### src/rtl/mux_sel_scanner.sv
`default_nettype none
// ============================================================================
// Module   : mux_sel_scanner
// Purpose  : Scan sequencer for an upstream 2**SEL_W:1 data-path mux. It
//            steps the mux select through every input in order and holds
//            each value for DWELL cycles. On the last cycle of each dwell
//            window it samples the mux output into a work word. When the
//            scan completes, the full word is published atomically on capt,
//            together with a one-cycle done pulse.
// Ports    : clk    - rising-edge clock
//            rst_n  - asynchronous active-low reset
//            start  - scan request, sampled only while idle
//            cont   - (MUX_SCAN_CONT_EN only) chain straight into the next scan
//            y_in   - mux output being scanned
//            sel    - mux select (SEL_W bits)
//            busy   - high while a scan is in progress (SCAN and DONE)
//            done   - one-cycle pulse when capt is updated
//            capt   - captured word, bit i = y_in sampled while sel == i
// Options  : MUX_SCAN_CONT_EN adds the cont input for back-to-back scanning.
// Revision : 1.0 - initial release
// ============================================================================
module mux_sel_scanner #(
  parameter int SEL_W = 2,
  parameter int DWELL = 4   // legal range 1..255
) (
  input  logic                    clk,
  input  logic                    rst_n,
  input  logic                    start,
`ifdef MUX_SCAN_CONT_EN
  input  logic                    cont,
`endif
  input  logic                    y_in,
  output logic [SEL_W-1:0]        sel,
  output logic                    busy,
  output logic                    done,
  output logic [(2**SEL_W)-1:0]   capt
);

  localparam int               N        = 2**SEL_W;
  localparam logic [7:0]       RELOAD   = 8'(DWELL - 1);
  localparam logic [SEL_W-1:0] SEL_LAST = SEL_W'(N - 1);

  typedef enum logic [1:0] {
    IDLE = 2'd0,
    SCAN = 2'd1,
    DONE = 2'd2
  } state_t;

  state_t         state;
  logic [7:0]     cnt;
  logic [N-1:0]   work;
  logic [N-1:0]   work_merged;
  logic           cont_req;

`ifdef MUX_SCAN_CONT_EN
  assign cont_req = cont;
`else
  assign cont_req = 1'b0;
`endif

  // Work word with the current sample inserted. The final bit is merged
  // this way so that capt is loaded on the same edge that samples it.
  always_comb begin
    work_merged      = work;
    work_merged[sel] = y_in;
  end

  always_ff @(posedge clk or negedge rst_n) begin
    if (!rst_n) begin
      state <= IDLE;
      sel   <= '0;
      busy  <= 1'b0;
      done  <= 1'b0;
      capt  <= '0;
      cnt   <= '0;
      work  <= '0;
    end else begin
      case (state)
        IDLE: begin
          done <= 1'b0;
          sel  <= '0;
          if (start) begin
            state <= SCAN;
            busy  <= 1'b1;
            cnt   <= RELOAD;
            work  <= '0;
          end else begin
            busy  <= 1'b0;
          end
        end

        SCAN: begin
          done <= 1'b0;
          if (cnt == 8'd0) begin
            // End of the dwell window: the mux has had DWELL-1 cycles to settle.
            if (sel == SEL_LAST) begin
              capt <= work_merged;
              done <= 1'b1;
              if (cont_req) begin
                // Chained scan: restart immediately with no idle gap.
                state <= SCAN;
                sel   <= '0;
                cnt   <= RELOAD;
                work  <= '0;
              end else begin
                state <= DONE;
                work  <= work_merged;
              end
            end else begin
              work <= work_merged;
              sel  <= sel + SEL_W'(1);
              cnt  <= RELOAD;
            end
          end else begin
            cnt <= cnt - 8'd1;
          end
        end

        DONE: begin
          // capt is already valid; finish the handshake and release the mux.
          done  <= 1'b0;
          busy  <= 1'b0;
          sel   <= '0;
          state <= IDLE;
        end

        default: begin
          state <= IDLE;
          sel   <= '0;
          busy  <= 1'b0;
          done  <= 1'b0;
        end
      endcase
    end
  end

endmodule
`default_nettype wire

### config.mk
export PLATFORM = sky130hd
export DESIGN_NAME = mux_sel_scanner
export DESIGN_NICKNAME = d
export VERILOG_FILES = /design/src/rtl/mux_sel_scanner.sv
export SDC_FILE = /design/constraint.sdc
export NUM_CORES = 1
export LEC_CHECK = 0
export ABC_AREA = 1
export CAP_MARGIN = 20
export CORE_ASPECT_RATIO = 1.5
export CORE_MARGIN = 2
export CORE_UTILIZATION = 40
export DETAILED_ROUTE_END_ITERATION = 12
export MAX_ROUTING_LAYER = met4
export SYNTH_ARGS = -nofsm -noshare
export SYNTH_HDL_FRONTEND = slang
export SYNTH_SLANG_ARGS = --single-unit
### constraint.sdc
create_clock -name clk -period 4.7 [get_ports clk]
set_clock_uncertainty 0.1 [all_clocks]
set_input_delay 0.94 -clock clk [delete_from_list [all_inputs] [get_ports clk]]
set_output_delay 0.94 -clock clk [all_outputs]
set_load 0.1 [all_outputs]
# Word level (Yosys, flattened, before mapping)
# Cells that the tools add are included.
[word_totals]
register_bits = 22
inputBits = 4
output_inout_bits = 8
wordCells = 49
[op_classes]
addsub = 2
magnitude_cmp = 2
eq_ne = 7
muxes = 22
reduce_logical = 9
[op_table]
columns = ["cell", "n"]
rows = [
  ["8-bit two-way mux", 3],
  ["8-bit case mux with 2 select lines", 1],
  ["2-bit two-way mux", 6],
  ["3-bit AND reduction", 4],
  ["8-bit logical NOT", 1],
  ["4-bit two-way mux", 2],
  ["2-bit != test, second input constant", 4],
  ["4-bit case mux with 2 select lines", 1],
  ["8-bit by 1-bit subtractor with 8-bit output, second input constant", 1],
  ["1-bit two-way mux", 5],
  ["4-bit bitwise mux", 1],
  ["2-bit case mux with 2 select lines", 1],
  ["2-bit by 3-bit < comparator with 1-bit output, second input constant", 1],
  ["3-bit != test, second input constant", 1],
  ["2-bit by 1-bit adder with 2-bit output, second input constant", 1],
  ["1-bit demux with 2-bit select", 1],
  ["2-bit by 1-bit == test with 1-bit output, second input constant", 1],
  ["2-bit == test, second input constant", 1],
  ["2-bit by 1-bit >= comparator with 1-bit output, second input constant", 1],
  ["2-bit logical NOT", 1],
  ["1-bit case mux with 2 select lines", 1],
  ["2-bit AND reduction", 1],
  ["2-bit nonzero test", 1],
  ["1-bit logical AND", 1],
]

# Logic depth before layout (Yosys ltp)
# Gate-level depths: netlist of the first run.
[logic_depth]
ltp_word = 7
ltp_mapped = 9
ltp_nobuf = 9

# Worst setup path before layout of the first run
# Ideal clock, no wire load.
[synth_timing]
kind = "flip-flop to flip-flop"
startpoint = "register sel[1]"
endpoint = "register cnt[0]"
arrival_ps = 1777
t_required_ps = 4473
slack_ps = 2696
stages_incl_launch_ff = 7
synth_period_minus_slack_ps = 2004
path_cell_list = "dfrtp_1 -> ha_1 -> inv_1 -> nor2_1 -> nand2_4 -> nand2_8 -> o21ai_0"
[synth_via]
elab_chain_cells = 3
[synth_rtl]
columns = ["item", "line_no", "source"]
rows = [
  ["start: declaration", "33", "output logic [SEL_W-1:0] sel,"],
  ["start signal: assignment", "111", "sel <= sel + SEL_W'(1);"],
  ["2-bit == test", "96", "if (sel == SEL_LAST) begin"],
  ["3-bit != test (no source line)", "--", ""],
  ["3-bit AND reduction (no source line)", "--", ""],
  ["end signal: assignment", "115", "cnt <= cnt - 8'd1;"],
  ["end: declaration", "50", "logic [7:0] cnt;"],
]
# Every way passes these cells.
# A chain may end at the register's enable or synchronous reset.

# Worst setup path after layout of the first run
[layout_timing]
startpoint = "register sel[0]"
endpoint = "output port sel[0]"
# No word-level cell between the ends.

==> impl_metrics.tcl, run 1 <==
set metrics [dict create \
    hold_class "reg -> reg" \
    vias 967 \
    leakage_nw 0.761 \
    slew_headroom_pct 34.8 \
    dieHeight_um 71.2 \
    arrival_ns 1.86 \
    rows 24 \
    yosysUniqueCellTypes 22 \
    path_max_fanout 5 \
    clk_pin_slew_ns 0.08 \
    finalSetupTns_ns 0 \
    critPathBufInv 1 \
    dieArea_mm2 0.00347 \
    crit_path_top_delay_cell "clkdlybuf4s50_1" \
    layout_commonest_cell "nand2_1" \
    cts_max_level 1 \
    n_antenna_cell 0 \
    dp_hpwl_um 1850 \
    gr-usage-all-layers_pct 16.7 \
    drv_cap 0 \
    min_period_over_period_pct 61.7 \
    cts_tree "yes" \
    cp-end-kind "output pin" \
    yosysSeqAreaShare_pct 45.8 \
    ant_nets 0 \
    cts_hold_buf 0 \
    initial_core_util_pct 41.7 \
    port_buffers 11 \
    crit_start "sel[0]" \
    syn-num-nets 157 \
    fp.dieW_um 48.8 \
    place.gp.congestion 0.843 \
    syn_avg_cell_area_um2 8.12 \
    grt_pass1_vias 1000 \
    insertion_delay_ns 0.26 \
    cts.sinks 22 \
    antenna_found_initial 0 \
    ioPinCount 12 \
    drive_gt1_share_pct 12.3 \
    cp.required_ns 3.66 \
    cts_setup_buffers 0 \
    max_freq_mhz 345 \
    dp.cells 197 \
    yosysWarnings 0 \
    report.final.slew_viol_count 0 \
    final_cells 202 \
    cts_buffers 3 \
    grt_pass1_wl_um 4400 \
    ys_seq_elements 22 \
    wl_per_cell_um 12.0 \
    finalSetupViolations 0 \
    min_period_ns 2.90 \
    cp_top_family "buffers and inverters" \
    slowest_delay_ns 1.16 \
    rsz0062_at_grt "no" \
    cts-root-buf "clkbuf_8" \
    peakVddDrop_uv 402 \
    reg2reg_from "cnt[0]" \
    final_nets 173 \
    grt_max_degree 23 \
    r2r_setup_slack_ns 2.98 \
    routed_wl_um 2430 \
    path_depth 1 \
    cts_buffer_depth 2 \
    core_area_mm2 0.00288 \
    fill_cells 299 \
    drc_errors 0 \
    grt-ovfl-total 0 \
    status "completed" \
    via_per_inst 4.79 \
    post_cts_resized 0 \
    reg2reg_depth 9 \
    critical_path_class "reg -> out" \
    crit_end "sel[0]" \
    crit_path_start_kind "flip-flop" \
    drtIter0Drc 23 \
    p_total_mw 0.755 \
    synth.cell_area_mm2 0.00120 \
    mostFrequentLayoutCells "nand2_1 (53), dfrtp_1 (22), inv_1 (16)" \
    area_delta_synth_final_pct 18.6 \
    first_pass_iters 4 \
    finalHoldViolCount 0 \
    cellPowerDensity_mw_per_mm2 529 \
    worstReg2RegEnd "work[0]" \
    cp_cell_sequence "clkdlybuf4s50_1" \
    worstMarginPinSlew_ns 0.974 \
    synth_cells 148 \
]
==> registers in the layout, summed over array words and instances, names as in the netlist <==
register	cells
work	4
capt	4
sel	2
busy	1
done	1
cnt	8
state	2
==> worst min-delay path by stage <==
stage	from	to	cells past startpoint
floorplan	work[0]	work[0]	2
global placement	busy	busy	2
detailed placement	busy	busy	2
CTS	busy	busy	2
global route	work[3]	work[3]	2
finish	busy	busy	2
==> metal layers <==
layer	vias to the layer above	global-route usage (%)	wire (µm)
li1	492	-	-
met1	463	17.8	1010
met2	10	31.4	1360
met3	2	2.11	42
met4	0	5.40	22
met5	-	-	0
==> power by group <==
part	switching [mW]	total [mW]	internal, mW	leakage [nW]
combinational	0.217	0.329	0.112	0.472
clock	0.0614	0.136	0.0746	0.0288
sequential	0.0495	0.290	0.241	0.260
total	0.328	0.755	0.427	0.761
==> area by class of cell <==
| cell class | count | area [µm²] | area share, % |
|---|---|---|---|
| well taps | 39 | 48.8 | 3.42 |
| inverters | 18 | 70.1 | 4.91 |
| multi-input cells | 107 | 577 | 40.4 |
| clock buffers | 4 | 55.1 | 3.86 |
| repair buffers | 12 | 125 | 8.77 |
| flip-flops and latches | 22 | 551 | 38.6 |
==> kinds of logic (layout without fill, tap and decap cells) <==
group	after synthesis	after routing	synth area share, %
compound gates	10	10	5.41
xor+xnor	1	1	0.729
fa+ha+maj	5	5	5.20
buf+inv	19	34	6.24
flops	22	22	45.8
mux	3	3	2.50
simple gates	88	88	34.1
==> cell usage after synthesis (all sizes together) <==
| master | instances | area share [%] |
|---|---|---|
| nand2 | 58 | 21 |
| dfrtp | 22 | 46 |
| inv | 18 | 5.8 |
| nor2 | 16 | 7.0 |
| o21ai | 9 | 5.0 |
| nand3 | 8 | 3.3 |
| ha | 5 | 5.2 |
| nand4 | 4 | 2.1 |
| mux2i | 3 | 2.5 |
| a21oi | 1 | 0.42 |
| buf | 1 | 0.42 |
| nand3b | 1 | 0.62 |
| nor3 | 1 | 0.42 |
| xor2 | 1 | 0.73 |
==> per-stage QoR <==
| step | worst slack, ns | utilization (%) | cell area (µm²) | hold slack (ns) |
|---|---|---|---|---|
| after floorplan | 2.70 | - | 1200 | 0.341 |
| after global placement | 2.12 | 47.0 | 1360 | 0.353 |
| after detailed placement | 2.10 | 47.0 | 1360 | 0.358 |
| after CTS | 1.80 | 49.0 | 1410 | 0.380 |
| after global routing | 1.75 | 49.5 | 1430 | 0.419 |
| final | 1.80 | 49.5 | 1430 | 0.379 |
Power figures use the tool's default switching activity.
==> inputs of run 2 (changes only) <==
==> constraint.sdc (replaced) <==
create_clock -name clk -period 2.9 [get_ports clk]
set_clock_uncertainty 0.1 [all_clocks]
set_input_delay 0.58 -clock clk [delete_from_list [all_inputs] [get_ports clk]]
set_output_delay 0.58 -clock clk [all_outputs]
set_load 0.1 [all_outputs]
==> impl_metrics.tcl, run 2 (same netlist as run 1, synthesis figures left out) <==
set metrics [dict create \
    status "completed" \
    cp-end-kind "flip-flop" \
    fill_cells 298 \
    cp.required_ns 2.94 \
    use_met1_pct 17.7 \
    rows 24 \
    hold_class "reg -> reg" \
    finalSetupViolations 0 \
    ioPinCount 12 \
    rsz0062_at_grt "no" \
    crit_path_start_kind "input pin" \
    wl_per_cell_um 11.6 \
    vias 959 \
    cts_tree "yes" \
    layout_commonest_cell "nand2_1" \
    worstMarginPinSlew_ns 0.490 \
    cts_buffers 3 \
    cts_setup_buffers 0 \
    via_per_inst 4.75 \
    mostFrequentLayoutCells "nand2_1 (53), dfrtp_1 (22), inv_1 (16)" \
    drc_errors 0 \
    cellPowerDensity_mw_per_mm2 868 \
    min_period_over_period_pct 60.9 \
    preCtsSetupSlack_ns 0.853 \
    grt-ovfl-total 0 \
    crit_start "start" \
    grt_pass1_vias 940 \
    largest_register_ffs 8 \
    slowest_delay_ns 0.48 \
    finalHoldViolCount 0 \
    slew_headroom_pct 67.2 \
    drtIter0Drc 17 \
    first_pass_iters 3 \
    crit_path_top_delay_cell "clkdlybuf4s50_1" \
    max_freq_mhz 566 \
    dieHeight_um 71.2 \
    globalRouteMet3Util_pct 2.11 \
    dieArea_mm2 0.00347 \
    critical_path_class "in -> reg" \
    finalSetupTns_ns 0 \
    leakage_nw 0.764 \
    area_delta_synth_final_pct 16.3 \
    drive_gt1_share_pct 17.2 \
    cts-root-buf "clkbuf_8" \
    routed_wl_um 2350 \
    placedInstanceArea_mm2 0.00134 \
    setup_slack_ns 1.13 \
    fp.dieW_um 48.8 \
    cts_hold_buf 0 \
    r2r_setup_slack_ns 1.19 \
    min_period_ns 1.77 \
    cts_buffer_depth 2 \
    reg2reg_from "cnt[0]" \
    report.final.slew_viol_count 0 \
    antenna_found_initial 0 \
    path_max_fanout 10 \
    stdcell_area_mm2 0.00140 \
    dp_hpwl_um 1820 \
    core_area_mm2 0.00288 \
    regMostFlops "cnt" \
    top_usage_layer "met2" \
    port_buffers 11 \
    cts_max_level 1 \
    initial_core_util_pct 41.7 \
    place.gp.congestion 0.771 \
    cp_cell_sequence "clkdlybuf4s50_1 > nor3_1 > nor2_1 > nand2_8 > nand2_1 > o21ai_2" \
    reg_top3 "cnt: 8 flops, capt: 4 flops, work: 4 flops" \
    grt_pass1_wl_um 4130 \
    hp-start "busy" \
    final_nets 173 \
    use_met2_pct 27.7 \
    drv_cap 0 \
    ant_nets 0 \
    arrival_ns 1.80 \
    n_antenna_cell 0 \
    insertion_delay_ns 0.26 \
    gr-usage-all-layers_pct 15.8 \
    post_cts_resized 0 \
    peakVddDrop_uv 583 \
    grt_max_degree 23 \
    cts.sinks 22 \
    clk_pin_slew_ns 0.08 \
]
[run 2: final cells by class]
type	count	area, µm²	area share [%]
Clock buffer	4	55.1	3.94
Inverter	18	70.1	5.01
Multi-Input combinational cell	107	577	41.2
Sequential cell	22	551	39.4
Tap cell	39	48.8	3.49
Timing Repair Buffer	12	97.6	6.98
[run 2: per-layer routing]
metal,vias up,share of wire [%]
li1,493,-
met1,459,43
met2,5,54
met3,2,1.5
met4,0,0.90
met5,-,0
[run 2: report_power, final]
group / total, mW / switching [mW] / internal [mW]
clock network: 0.218 / 0.0966 / 0.121
registers: 0.474 / 0.0842 / 0.390
logic: 0.522 / 0.348 / 0.174
total: 1.21 / 0.528 / 0.685
[run 2: worst max-delay path, delay by kind of cell]
family | cells | cell delay (ns)
AOI/OAI and AO/OA | 1 | 0.05
buffers and inverters | 1 | 0.48
and+or+nand+nor | 4 | 0.68
[run 2: final timing paths]
check | endpoint | cells after the start
worst max-delay path | cnt[6] | 6
worst min-delay path | busy | 2
worst max register to register | work[3] | 9
worst min register to register | busy | 2
max in group asynchronous | capt[0] | 2
min in group asynchronous | cnt[2] | 2
[run 2: stage by stage]
step	utilization, %	hold slack, ns	instances	power, mW
finish	48.5	0.378	202	1.21
global route	48.5	0.411	202	1.32
global placement	46.6	0.358	198	0.994
detailed placement	46.6	0.364	198	1.01
CTS	48.5	0.383	202	1.23
floorplan	-	0.184	148	0.889
==> inputs of run 3 (changes only) <==
==> constraint.sdc (replaced) <==
create_clock -name clk -period 1.8 [get_ports clk]
set_clock_uncertainty 0.1 [all_clocks]
set_input_delay 0.36 -clock clk [delete_from_list [all_inputs] [get_ports clk]]
set_output_delay 0.36 -clock clk [all_outputs]
set_load 0.1 [all_outputs]
==> impl_metrics.tcl, run 3 (same netlist as run 1, synthesis figures left out) <==
set metrics [dict create \
    status "completed" \
    cts_hold_buf 0 \
    place.gp.congestion 0.835 \
    critical_path_class "reg -> reg" \
    dieHeight_um 71.2 \
    finalSetupViolations 0 \
    multi_input_area_um2 577 \
    cp-end-kind "flip-flop" \
    path_max_fanout 8 \
    grt_max_degree 23 \
    cp.required_ns 1.86 \
    worstMarginPinSlew_ns 0.485 \
    grt_pass1_wl_um 4500 \
    port_buffers 11 \
    cts_buffers 3 \
    min_period_ns 1.60 \
    setup_slack_ns 0.196 \
    routed_wl_um 2490 \
    arrival_ns 1.66 \
    fill_cells 294 \
    cts-root-buf "clkbuf_8" \
    slew_headroom_pct 67.6 \
    grt-ovfl-total 0 \
    report.final.slew_viol_count 0 \
    clk_pin_slew_ns 0.08 \
    ant_nets 0 \
    cts.sinks 22 \
    final_cells 205 \
    antenna_found_initial 0 \
    cts_tree "yes" \
    area_delta_synth_final_pct 25.9 \
    n_antenna_cell 0 \
    layout_commonest_cell "nand2_1" \
    via_per_inst 4.81 \
    finalSetupTns_ns 0 \
    leakage_nw 0.810 \
    rows 24 \
    drc_errors 0 \
    regMostFlops "cnt" \
    first_pass_iters 4 \
    preCtsSetupSlack_ns 0.00307 \
    insertion_delay_ns 0.27 \
    core_area_mm2 0.00288 \
    max_freq_mhz 623 \
    peakVddDrop_uv 906 \
    min_period_over_period_pct 89.1 \
    largest_register_ffs 8 \
    cts_buffer_depth 2 \
    hold_class "in -> async" \
    drive_gt1_share_pct 19.3 \
    grt_pass1_vias 1007 \
    final_nets 176 \
    whs_ns 0.330 \
    dieArea_mm2 0.00347 \
    wl_per_cell_um 12.2 \
    drtIter0Drc 12 \
    sequential_cell_area_um2 553 \
    cellPowerDensity_mw_per_mm2 1340 \
    gr-usage-all-layers_pct 17.6 \
    fp.dieW_um 48.8 \
    cts_max_level 1 \
    drv_cap 0 \
    cts_setup_buffers 0 \
    initial_core_util_pct 41.7 \
    ioPinCount 12 \
    rsz0062_at_grt "no" \
    finalHoldViolCount 0 \
    post_cts_resized 0 \
    mostFrequentLayoutCells "nand2_1 (53), dfrtp_1 (20), inv_1 (16)" \
    vias 987 \
    reg_top3 "cnt: 8 flops, capt: 4 flops, work: 4 flops" \
    dp.cells 201 \
    dp_hpwl_um 1950 \
    crit_path_start_kind "flip-flop" \
]
-- run 3: cell types whose count changed in the layout (fill, tap and decap cells not counted), sizes merged --
cell,delta
buf,+3
-- run 3: path summary, 6_finish.rpt --
path / start / to / slack, ns / cells after the start
hold reg to reg: work[2] / work[2] / 0.38 / 2
max in group asynchronous: rst_n / sel[1] / 1.03 / 2
setup reg to reg: cnt[0] / work[1] / 0.20 / 9
min in group clk: work[2] / work[2] / 0.38 / 2
setup / recovery: cnt[0] / work[1] / 0.20 / 9
hold / removal: rst_n / busy / 0.33 / 2
-- run 3: where the power goes --
part | internal (mW) | leakage (nW) | switching (mW)
Clock | 0.158 | 0.0228 | 0.160
Combinational | 0.356 | 0.530 | 0.569
Sequential | 0.633 | 0.257 | 0.148
Total | 1.15 | 0.810 | 0.877
-- run 3: worst max-delay path: stages (launching register included) --
cell,delay (ns)
dfrtp_1,0.41
inv_1,0.08
ha_1,0.20
nand2_1,0.14
nor2_8,0.20
inv_4,0.08
nand2_2,0.07
nand2_2,0.07
nand2_1,0.08
nand2_1,0.04
-- run 3: layout make-up --
class                           instances  share of cell area (%)
Sequential cell                        22                    36.5
Inverter                               18                    4.63
Timing Repair Buffer                   15                    14.5
Clock buffer                            4                    2.98
Multi-Input combinational cell        107                    38.1
Tap cell                               39                    3.22
-- run 3: layer usage --
layer,GRT usage (%),part of all wire (%)
met3,2.95,2.2
met2,31.1,54
met5,-,0
met4,7.62,2.5
met1,19.3,42
-- run 3: per-stage QoR --
stage                     cell area, µm²  util (%)  power [mW]
after floorplan                     1200         -        1.44
after global routing                1510      52.5        2.20
final                               1510      52.5        2.02
after global placement              1470      51.0        1.69
after detailed placement            1470      51.0        1.73
after CTS                           1510      52.5        2.04
